<file path="config.mk">
export PLATFORM = sky130hd
export DESIGN_NAME = product_accumulator
export DESIGN_NICKNAME = d
export VERILOG_FILES = /design/src/rtl/product_accumulator.sv
export SDC_FILE = /design/constraint.sdc
export NUM_CORES = 1
export LEC_CHECK = 0
export ABC_AREA = 1
export CAP_MARGIN = 10
export CORE_UTILIZATION = 60
export CTS_CLUSTER_SIZE = 14
export DETAILED_ROUTE_END_ITERATION = 10
export DONT_BUFFER_PORTS = 1
export PLACE_DENSITY = 0.76
export SYNTH_ARGS = -nofsm -noshare
export SYNTH_HDL_FRONTEND = slang
export SYNTH_SLANG_ARGS = --single-unit
export TNS_END_PERCENT = 10
</file>
<file path="constraint.sdc">
create_clock -name clk -period 3.8 [get_ports clk]
set_clock_uncertainty 0.2 [all_clocks]
set_input_delay 0.95 -clock clk [delete_from_list [all_inputs] [get_ports clk]]
set_output_delay 0.95 -clock clk [all_outputs]
set_load 0.05 [all_outputs]
</file>
<file path="src/rtl/product_accumulator.sv">
// Product accumulator: sums groups of up to NTERMS unsigned multiplier products
// with saturation, presenting each group result on a registered, held output.
module product_accumulator #(
    parameter int unsigned PROD_W = 6,
    parameter int unsigned ACC_W  = 10,
    parameter int unsigned NTERMS = 4,
    localparam int unsigned CW    = $clog2(NTERMS + 1)
) (
    input  logic              clk,
    input  logic              rst_n,
    input  logic              in_valid,
    output logic              in_ready,
    input  logic [PROD_W-1:0] in_prod,
    input  logic              in_last,
    output logic              out_valid,
    input  logic              out_ready,
    output logic [ACC_W-1:0]  out_sum,
    output logic [CW-1:0]     out_count,
    output logic              out_ovf
);

    typedef enum logic {
        S_ACCUM = 1'b0,
        S_HOLD  = 1'b1
    } state_t;

    state_t             r_state;
    logic [ACC_W-1:0]   r_acc;
    logic [CW-1:0]      r_cnt;
    logic               r_ovf;
    logic               r_out_valid;
    logic [ACC_W-1:0]   r_out_sum;
    logic [CW-1:0]      r_out_count;
    logic               r_out_ovf;

    state_t             w_state_n;
    logic [ACC_W-1:0]   w_acc_n;
    logic [CW-1:0]      w_cnt_n;
    logic               w_ovf_n;
    logic               w_out_valid_n;
    logic [ACC_W-1:0]   w_out_sum_n;
    logic [CW-1:0]      w_out_count_n;
    logic               w_out_ovf_n;

    logic               w_beat;
    logic [ACC_W:0]     w_sum;
    logic               w_sat;
    logic [ACC_W-1:0]   w_acc_upd;
    logic               w_ovf_upd;
    logic [CW-1:0]      w_cnt_inc;
    logic               w_close;

    // Datapath for one accepted beat; the extra sum bit is the overflow detector.
    assign w_beat    = in_valid & (r_state == S_ACCUM);
    assign w_sum     = {1'b0, r_acc} + (ACC_W + 1)'(in_prod);
    assign w_sat     = w_sum[ACC_W];
    assign w_acc_upd = w_sat ? {ACC_W{1'b1}} : w_sum[ACC_W-1:0];
    assign w_ovf_upd = w_sat | r_ovf;
    assign w_cnt_inc = r_cnt + CW'(1);
    assign w_close   = (w_cnt_inc == CW'(NTERMS)) | in_last;

    // Next-state and register-update logic.
    always_comb begin
        w_state_n     = r_state;
        w_acc_n       = r_acc;
        w_cnt_n       = r_cnt;
        w_ovf_n       = r_ovf;
        w_out_valid_n = r_out_valid;
        w_out_sum_n   = r_out_sum;
        w_out_count_n = r_out_count;
        w_out_ovf_n   = r_out_ovf;
        case (r_state)
            S_ACCUM: begin
                if (w_beat) begin
                    if (w_close) begin
                        w_out_valid_n = 1'b1;
                        w_out_sum_n   = w_acc_upd;
                        w_out_count_n = w_cnt_inc;
                        w_out_ovf_n   = w_ovf_upd;
                        w_acc_n       = '0;
                        w_cnt_n       = '0;
                        w_ovf_n       = 1'b0;
                        w_state_n     = S_HOLD;
                    end else begin
                        w_acc_n = w_acc_upd;
                        w_cnt_n = w_cnt_inc;
                        w_ovf_n = w_ovf_upd;
                    end
                end
            end
            S_HOLD: begin
                if (r_out_valid & out_ready) begin
                    w_out_valid_n = 1'b0;
                    w_state_n     = S_ACCUM;
                end
            end
            default: begin
                w_state_n = S_ACCUM;
            end
        endcase
    end

    // State and datapath registers; reset discards any partial group.
    always_ff @(posedge clk or negedge rst_n) begin
        if (!rst_n) begin
            r_state     <= S_ACCUM;
            r_acc       <= '0;
            r_cnt       <= '0;
            r_ovf       <= 1'b0;
            r_out_valid <= 1'b0;
            r_out_sum   <= '0;
            r_out_count <= '0;
            r_out_ovf   <= 1'b0;
        end else begin
            r_state     <= w_state_n;
            r_acc       <= w_acc_n;
            r_cnt       <= w_cnt_n;
            r_ovf       <= w_ovf_n;
            r_out_valid <= w_out_valid_n;
            r_out_sum   <= w_out_sum_n;
            r_out_count <= w_out_count_n;
            r_out_ovf   <= w_out_ovf_n;
        end
    end

    assign in_ready  = (r_state == S_ACCUM);
    assign out_valid = r_out_valid;
    assign out_sum   = r_out_sum;
    assign out_count = r_out_count;
    assign out_ovf   = r_out_ovf;

endmodule

</file>
# Yosys cells after proc, flatten, opt, wreduce, memory -nomap -nowiden
# Index checks and enable logic that the tools add are counted.
[word_totals] register_bits=30 latchBits=0 mem_bits_rw=0 mem_bits_ro=0 elab_cells=34 memories=0
[op_classes] addsub=2 multipliers=0 div=0 magnitude_cmp=0 eq_ne=4 shifts=0 muxes=12 bitwise_logic=5 reduce_logical=3
[op_table] operator="$mux 10" n=2
[op_table] operator="$add 10x6->11" n=1
[op_table] operator="$mux 1" n=7
[op_table] operator="$ne 2x1->1 const B" n=3
[op_table] operator="$reduce_and 3->1" n=2
[op_table] operator="$pmux 1 s2" n=2
[op_table] operator="$add 3x1->3 const B" n=1
[op_table] operator="$eq 3x3->1 const B" n=1
[op_table] operator="$mux 3" n=1
[op_table] operator="$and 1x1->1" n=2
[op_table] operator="$or 1x1->1" n=2
[op_table] operator="$reduce_and 2->1" n=1
[op_table] operator="$not 1->1" n=1

# Longest topological paths before layout
# Gate-level depths: netlist (run 1).
[logic_depth] word_depth=6 mapped_depth=11

# Worst setup path after synthesis (run 1)
# Ideal clock, no wire load.
[synth_path] path_type="input -> register" start="input port in_prod[0]" end="register r_out_sum[8], in the netlist out_sum[8]" arrival_time_ns=2.282 t_required_ns=3.534 slack_ns=1.252 cell_stages=10 path_buffers=0 path_cell_list="ha_1 fa_1 nand3_1 nand2_1 nand2_1 o21ai_2 or2_1 nand2_1 nand2_1 nand2_1"
[synth_between] elab_chain_cells=2
[synth_lines] item="start, declared" line_no="13" rtl="input logic [PROD_W-1:0] in_prod,"
[synth_lines] item="$add 10x6->11" line_no="55" rtl="assign w_sum = {1'b0, r_acc} + (ACC_W + 1)'(in_prod);"
[synth_lines] item="$mux 10" line_no="57" rtl="assign w_acc_upd = w_sat ? {ACC_W{1'b1}} : w_sum[ACC_W-1:0];"
[synth_lines] item="end signal, assigned" line_no="120" rtl="r_out_sum <= w_out_sum_n;"
[synth_lines] item="end, declared" line_no="32" rtl="logic [ACC_W-1:0] r_out_sum;"
# Every way passes these cells.
# A chain may end at the register's enable or synchronous reset.

# Final worst setup path (run 1)
# Ends and elaborated chain as after synthesis.

==> impl_metrics.env, run 1 <==
export IMPL_timing_final_hold_violations=0
export IMPL_p_total_w=0.00135
export IMPL_clkTransAtPathRegs_ns=0.10
export IMPL_grt_pass1_vias=1250
export IMPL_synth_compound_area_frac=0.0908
export IMPL_grt_pass1_wl_um=5450
export IMPL_crit_top_cell="nand2_1"
export IMPL_grtUsageMet3=0.0706
export IMPL_clock_root_buffer="clkbuf_4"
export IMPL_postRouteAntennaNets=0
export IMPL_critical_path_buf_inv_count=0
export IMPL_peakVddDrop_uv=654
export IMPL_die_h_um=53.6
export IMPL_drv_slew=0
export IMPL_fill_cells=228
export IMPL_crit_chain="ha_1 > fa_1 > nand3_1 > nand2_1 > nand2_1 > o21ai_2 > or2_1 > nand2_1 > nand2_1 > nand2_1"
export IMPL_placed_area_um2=1620
export IMPL_status="finished clean"
export IMPL_rows=18
export IMPL_vias=1279
export IMPL_finalCriticalPeriod_ns=2.40
export IMPL_drive_above_1_share=0.0882
export IMPL_syn2layout_area_growth_pct=5.24
export IMPL_synthXorXnorAreaFrac=0.0110
export IMPL_finalSetupTns_ns=0
export IMPL_grt_use_met2=0.433
export IMPL_relSlewSlack=0.588
export IMPL_cap_viol_max_count=0
export IMPL_path_class="in2reg"
export IMPL_first_pass_iters=4
export IMPL_dp_final_hpwl_um=2370
export IMPL_worst_endpoint_required_ns=3.86
export IMPL_syn_area_um2=1600
export IMPL_multi_input_area_um2=759
export IMPL_hold_buffers=0
export IMPL_grt_antenna_before_repair=0
export IMPL_synth_simple_gate_area_frac=0.298
export IMPL_post_route_drc_count=0
export IMPL_wl_per_cell_um=13.5
export IMPL_cts_path_max_buffers=2
export IMPL_cts_max_level=2
export IMPL_path_delay_family="simple AND/OR/NAND/NOR gates"
export IMPL_nets=223
export IMPL_synth_top_family_by_area="simple AND/OR/NAND/NOR gates"
export IMPL_clkSinkCount=30
export IMPL_tightest_slew_ns=0.618
export IMPL_post_synth_cell_area_avg_um2=8.04
export IMPL_drt_vias_per_instance=5.47
export IMPL_cp_arrival_ns=2.46
export IMPL_finalSetupViolations=0
export IMPL_core_area_um2=2500
export IMPL_yosysWarnings=0
export IMPL_seq_area_um2=751
export IMPL_seq_area_frac_synth=0.469
export IMPL_slowest_delay_ns=0.43
export IMPL_cp_slowest_cell="fa_1"
export IMPL_max_freq_mhz=417
export IMPL_drtIter0Drc=23
export IMPL_cts_tree="yes"
export IMPL_syn_num_nets=219
export IMPL_grt_setup_unrepaired="no"
export IMPL_crit_path_start_kind="input pin"
export IMPL_cts_setup_buffers=0
export IMPL_die_width_um=53.6
export IMPL_start_util=0.640
export IMPL_synth_mux_area_frac=0
export IMPL_leakage_nw=0.958
export IMPL_drt_wl_total_um=3150
export IMPL_grt_use_met1=0.341
export IMPL_power_density_nw_per_um2=801
export IMPL_ys_ff_latch=30
export IMPL_grt_total_usage=0.265
export IMPL_ios=27
export IMPL_syn_instance_count=199
export IMPL_cts_buffers=5
export IMPL_worstHoldPathType="in2async"
export IMPL_ys_types=24
export IMPL_fin_crit_sh=0.631
export IMPL_cp_max_fo=7
export IMPL_die_area_um2=2880
export IMPL_io_buffers=0
export IMPL_worstSetupEndpointType="flop"
export IMPL_insertion_delay_ns=0.33
export IMPL_ctsResizeCount=0
export IMPL_grt_overflow=0
export IMPL_busiest_layer="met2"
export IMPL_grt_max_degree=31
export IMPL_routabilityCongestion=0.834
export IMPL_synth_adder_area_share=0.0751
export IMPL_final_area_um2=1680
export IMPL_diodes=0
==> worst register-to-register path, delay by kind of cell, from the launching register on <==
family | cells | cell delay, ns
and+or+nand+nor | 3 | 0.77
AOI/OAI and AO/OA | 1 | 0.09
DFF | 1 | 0.40
buffers and inverters | 2 | 0.68
==> flip-flops by register name, indices dropped and copies added, names as in the netlist <==
signal     cells
r_acc         10
out_sum       10
out_ovf        1
r_cnt          3
r_ovf          1
out_count      3
r_state        1
out_valid      1
==> power by group <==
part	switching, W	internal, W	leakage (nW)
Clock	0.000106	0.0000895	0.0353
Sequential	0.000312	0.000428	0.392
Combinational	0.000268	0.000145	0.531
==> through the flow <==
| step | instances | hold slack, ns | util | worst slack [ns] |
|---|---|---|---|---|
| 6_report | 234 | 0.106 | 0.673 | 1.40 |
| 2_1_floorplan | 199 | 0.253 | - | 1.25 |
| 3_3_place_gp | 226 | 0.274 | 0.649 | 1.15 |
| 3_5_place_dp | 226 | 0.276 | 0.649 | 1.08 |
| 5_1_grt | 234 | 0.0845 | 0.673 | 1.25 |
| 4_1_cts | 234 | 0.0966 | 0.673 | 1.42 |
==> cells in the mapped netlist <==
| library cell | n | area (um^2) |
|---|---|---|
| fa_1 | 1 | 20.0 |
| nand3_2 | 4 | 40.0 |
| or2_1 | 1 | 6.26 |
| xor2_1 | 2 | 17.5 |
| inv_1 | 20 | 75.1 |
| a21oi_1 | 6 | 30.0 |
| a22oi_1 | 1 | 7.51 |
| o21ai_1 | 1 | 5.00 |
| o211ai_1 | 1 | 7.51 |
| clkbuf_1 | 1 | 3.75 |
| o22ai_1 | 1 | 6.26 |
| nand4_1 | 2 | 12.5 |
| ha_1 | 8 | 100 |
| nand2_2 | 3 | 18.8 |
| o21ai_0 | 13 | 65.1 |
| nand2_1 | 81 | 304 |
| nor2_1 | 6 | 22.5 |
| o21ai_2 | 2 | 17.5 |
| a31oi_1 | 1 | 6.26 |
| nand2_4 | 1 | 11.3 |
| nor2_4 | 1 | 11.3 |
| dfrtp_1 | 30 | 751 |
| buf_2 | 2 | 10.0 |
| nand3_1 | 10 | 50.1 |
==> worst paths after layout <==
kind                                 startpoint                  endpoint  slack, ns  cells past startpoint
min in group clk           r_acc[5]$_DFFE_PN0P_      r_acc[5]$_DFFE_PN0P_       0.30                      2
min reg2reg                r_acc[5]$_DFFE_PN0P_      r_acc[5]$_DFFE_PN0P_       0.30                      2
min                                       rst_n      r_acc[4]$_DFFE_PN0P_       0.11                      0
max                                  in_prod[0]    out_sum[8]$_DFFE_PN0P_       1.40                     10
max reg2reg                   r_state$_DFF_PN0_  out_count[1]$_DFFE_PN0P_       1.52                      6
max in group asynchronous                 rst_n      r_cnt[0]$_DFFE_PN0P_       3.20                      0
==> metal layers <==
layer | share of wire | up-vias
li1 | - | 647
met1 | 0.48 | 602
met2 | 0.46 | 23
met3 | 0.043 | 7
met4 | 0.014 | 0
met5 | 0 | -
==> placed cells by master, fill, tap and decap left out, types with 2 or more instances in the layout <==
cell / count
nand2_1: 81
dfrtp_1: 30
inv_1: 20
o21ai_0: 13
nand3_1: 10
ha_1: 8
nor2_1: 6
a21oi_1: 6
clkbuf_4: 5
nand3_2: 4
nand2_2: 3
o21ai_2: 2
xor2_1: 2
nand4_1: 2
==> area by class of cell <==
type	instances	area share
multi-input combinational	146	0.451
clock buffer	7	0.0327
clock inverter	1	0.00297
sequential	30	0.446
inverter	20	0.0446
tap	30	0.0223
==> logic make-up after synthesis <==
family	count (synthesis)
AO/OA/AOI/OAI	26
AND/OR/NAND/NOR	109
flip-flops	30
adder cells (fa/ha/maj)	9
XOR/XNOR	2
buffers and inverters	23
(Power assumes the default switching activity.)
==> run 2, diff against run 1 <==
--- a/config.mk
+++ b/config.mk
@@ -7,11 +7,11 @@
 export LEC_CHECK = 0
 export ABC_AREA = 1
 export CAP_MARGIN = 10
-export CORE_UTILIZATION = 60
+export CORE_UTILIZATION = 56
 export CTS_CLUSTER_SIZE = 14
 export DETAILED_ROUTE_END_ITERATION = 10
 export DONT_BUFFER_PORTS = 1
-export PLACE_DENSITY = 0.76
+export PLACE_DENSITY = 0.74
 export SYNTH_ARGS = -nofsm -noshare
 export SYNTH_HDL_FRONTEND = slang
 export SYNTH_SLANG_ARGS = --single-unit
==> constraint.sdc (replaced) <==
create_clock -name clk -period 2 [get_ports clk]
set_clock_uncertainty 0.2 [all_clocks]
set_input_delay 0.5 -clock clk [delete_from_list [all_inputs] [get_ports clk]]
set_output_delay 0.5 -clock clk [all_outputs]
set_load 0.05 [all_outputs]
==> run 2 against run 1 <==
Critical path depth unchanged. Non-clock buffer count up 11. Sequential share of layout area down 3.6 points. Sequential cell count unchanged. First-iteration DRC count up 91%. Final cell count up 4.3%. Hold slack better by 0.018 ns. Utilization down 0.41 points. Register-to-register slack worse by 1.4 ns. Largest power group unchanged.
==> impl_metrics.env, run 2 (synthesis gave the netlist of run 1 again) <==
export IMPL_grt_antenna_before_repair=0
export IMPL_insertion_delay_ns=0.33
export IMPL_nets=234
export IMPL_grt_total_usage=0.249
export IMPL_grt_pass1_wl_um=5900
export IMPL_routabilityCongestion=0.821
export IMPL_worstHoldPathType="in2reg"
export IMPL_finalSetupViolations=0
export IMPL_cp_slowest_cell="dfrtp_1"
export IMPL_leakage_nw=1.01
export IMPL_power_density_nw_per_um2=1490
export IMPL_start_util=0.585
export IMPL_grt_overflow=0
export IMPL_first_pass_iters=4
export IMPL_max_freq_mhz=522
export IMPL_cts_tree="yes"
export IMPL_placed_area_um2=1720
export IMPL_cp_max_fo=7
export IMPL_peakVddDrop_uv=1080
export IMPL_grt_pass1_vias=1307
export IMPL_r2r_end="r_acc[8]$_DFFE_PN0P_"
export IMPL_fin_hold_ws_ns=0.124
export IMPL_cts_max_level=2
export IMPL_wl_met3_um=181
export IMPL_final_area_um2=1830
export IMPL_io_buffers=0
export IMPL_wl_per_cell_um=13.7
export IMPL_p_total_w=0.00273
export IMPL_final_common_cell="nand2_1"
export IMPL_drive_above_1_share=0.164
export IMPL_r2r_cells=10
export IMPL_finalCriticalPeriod_ns=1.92
export IMPL_post_route_drc_count=0
export IMPL_wl_met1_um=1460
export IMPL_die_width_um=55.4
export IMPL_diodes=0
export IMPL_vias=1335
export IMPL_crit_path_start_kind="flop"
export IMPL_drv_slew=0
export IMPL_clock_root_buffer="clkbuf_4"
export IMPL_core_area_um2=2730
export IMPL_crit_top_cell="nand2_1"
export IMPL_die_area_um2=3070
export IMPL_cts_path_max_buffers=2
export IMPL_drt_wl_total_um=3350
export IMPL_clkTransAtPathRegs_ns=0.09
export IMPL_ios=27
export IMPL_cp_arrival_ns=1.99
export IMPL_setup_slack_ns=0.0833
export IMPL_holdPathEnd="r_state$_DFF_PN0_"
export IMPL_rr_startpoint="r_acc[0]$_DFFE_PN0P_"
export IMPL_worstHoldPathCells=3
export IMPL_timing_final_hold_violations=0
export IMPL_grt_setup_unrepaired="yes"
export IMPL_relSlewSlack=0.663
export IMPL_postRouteAntennaNets=0
export IMPL_status="finished clean"
export IMPL_pre_cts_slack_ns=-0.0697
export IMPL_grt_max_degree=31
export IMPL_cap_viol_max_count=0
export IMPL_fin_crit_sh=0.958
export IMPL_rows=19
export IMPL_clkSinkCount=30
export IMPL_die_h_um=55.4
export IMPL_min_delay_start="out_ready"
export IMPL_highest_layer="met4"
export IMPL_slowest_delay_ns=0.41
export IMPL_worst_endpoint_required_ns=2.07
export IMPL_tightest_slew_ns=0.506
export IMPL_cts_buffers=5
export IMPL_dp_final_hpwl_um=2540
export IMPL_layout_common_cells="79 x nand2_1, 30 x dfrtp_1, 20 x inv_1"
export IMPL_drt_vias_per_instance=5.47
export IMPL_wl_met2_um=1660
export IMPL_syn2layout_area_growth_pct=14.4
export IMPL_fin_cells=244
export IMPL_worstSetupEndpointType="flop"
export IMPL_drtIter0Drc=44
export IMPL_worst_r2r_setup_slack_ns=0.08
export IMPL_place_inst=235
export IMPL_crit_chain="ha_4 > fa_2 > nand3_2 > nand2_4 > nand2_2 > o21ai_4 > or2_1 > nand2_1 > nand2_1 > nand2_1"
export IMPL_path_class="reg2reg"
run 2: area by class of cell:
type                            instances  area [um^2]
Multi-Input combinational cell        146          816
Timing Repair Buffer                   11         97.6
Tap cell                               31         38.8
Inverter                               20         75.1
Clock buffer                            6         51.3
Sequential cell                        30          751
Fill cell                             218          905
run 2: routing by layer:
| metal | track usage | vias to the layer above |
|---|---|---|
| met5 | 0 | - |
| met4 | 0.100 | 0 |
| met3 | 0.0796 | 7 |
| met2 | 0.417 | 35 |
| met1 | 0.298 | 627 |
| li1 | - | 666 |
run 2: stage by stage:
stage | util | setup TNS (ns)
floorplan | - | 0
detailed placement | 0.628 | -0.639
CTS | 0.658 | 0
finish | 0.669 | 0
global placement | 0.628 | -0.0907
global route | 0.669 | -0.0218
run 2: what timing repair did:
item	CTS	global route
endpoints found under the setup margin	0	21
hold buffers	2	0
resized for setup	0	5
endpoints found under the hold margin	30	0
buffers inserted	0	1
run 2: worst max path at each step:
stage	start	slack, ns	endpoint	cells after the start
after global placement	in_prod[0]	-0.02	out_sum[8]$_DFFE_PN0P_	10
after floorplan	in_prod[0]	0.002	out_sum[8]$_DFFE_PN0P_	10
final	r_acc[0]$_DFFE_PN0P_	0.08	r_acc[8]$_DFFE_PN0P_	10
after global routing	r_acc[0]$_DFFE_PN0P_	-0.02	out_sum[8]$_DFFE_PN0P_	10
after CTS	r_acc[0]$_DFFE_PN0P_	0.003	r_acc[8]$_DFFE_PN0P_	10
after detailed placement	in_prod[0]	-0.07	r_acc[8]$_DFFE_PN0P_	10
run 2: power breakdown:
group	leakage (nW)	internal, W	switching, W
sequential	0.392	0.000812	0.000602
clock	0.0302	0.000158	0.000198
combinational	0.589	0.000385	0.000570
total	1.01	0.00136	0.00137
run 2: worst max-delay path: cells and delay by family, from the launching register on:
family                     cells  cell delay [ns]
AOI/OAI and AO/OA              1             0.09
and+or+nand+nor                7             0.65
DFF                            1             0.41
adders and majority gates      2             0.51
==> run 3, diff against run 2 <==
--- a/config.mk
+++ b/config.mk
@@ -6,12 +6,14 @@
 export NUM_CORES = 1
 export LEC_CHECK = 0
 export ABC_AREA = 1
-export CAP_MARGIN = 10
+export CAP_MARGIN = 40
 export CORE_UTILIZATION = 56
 export CTS_CLUSTER_SIZE = 14
 export DETAILED_ROUTE_END_ITERATION = 10
 export DONT_BUFFER_PORTS = 1
+export HOLD_SLACK_MARGIN = 0.03
 export PLACE_DENSITY = 0.74
+export SLEW_MARGIN = 30
 export SYNTH_ARGS = -nofsm -noshare
 export SYNTH_HDL_FRONTEND = slang
 export SYNTH_SLANG_ARGS = --single-unit
==> results of run 3 <==
The final DEF is identical to that of run 2; final timing and power are the same.
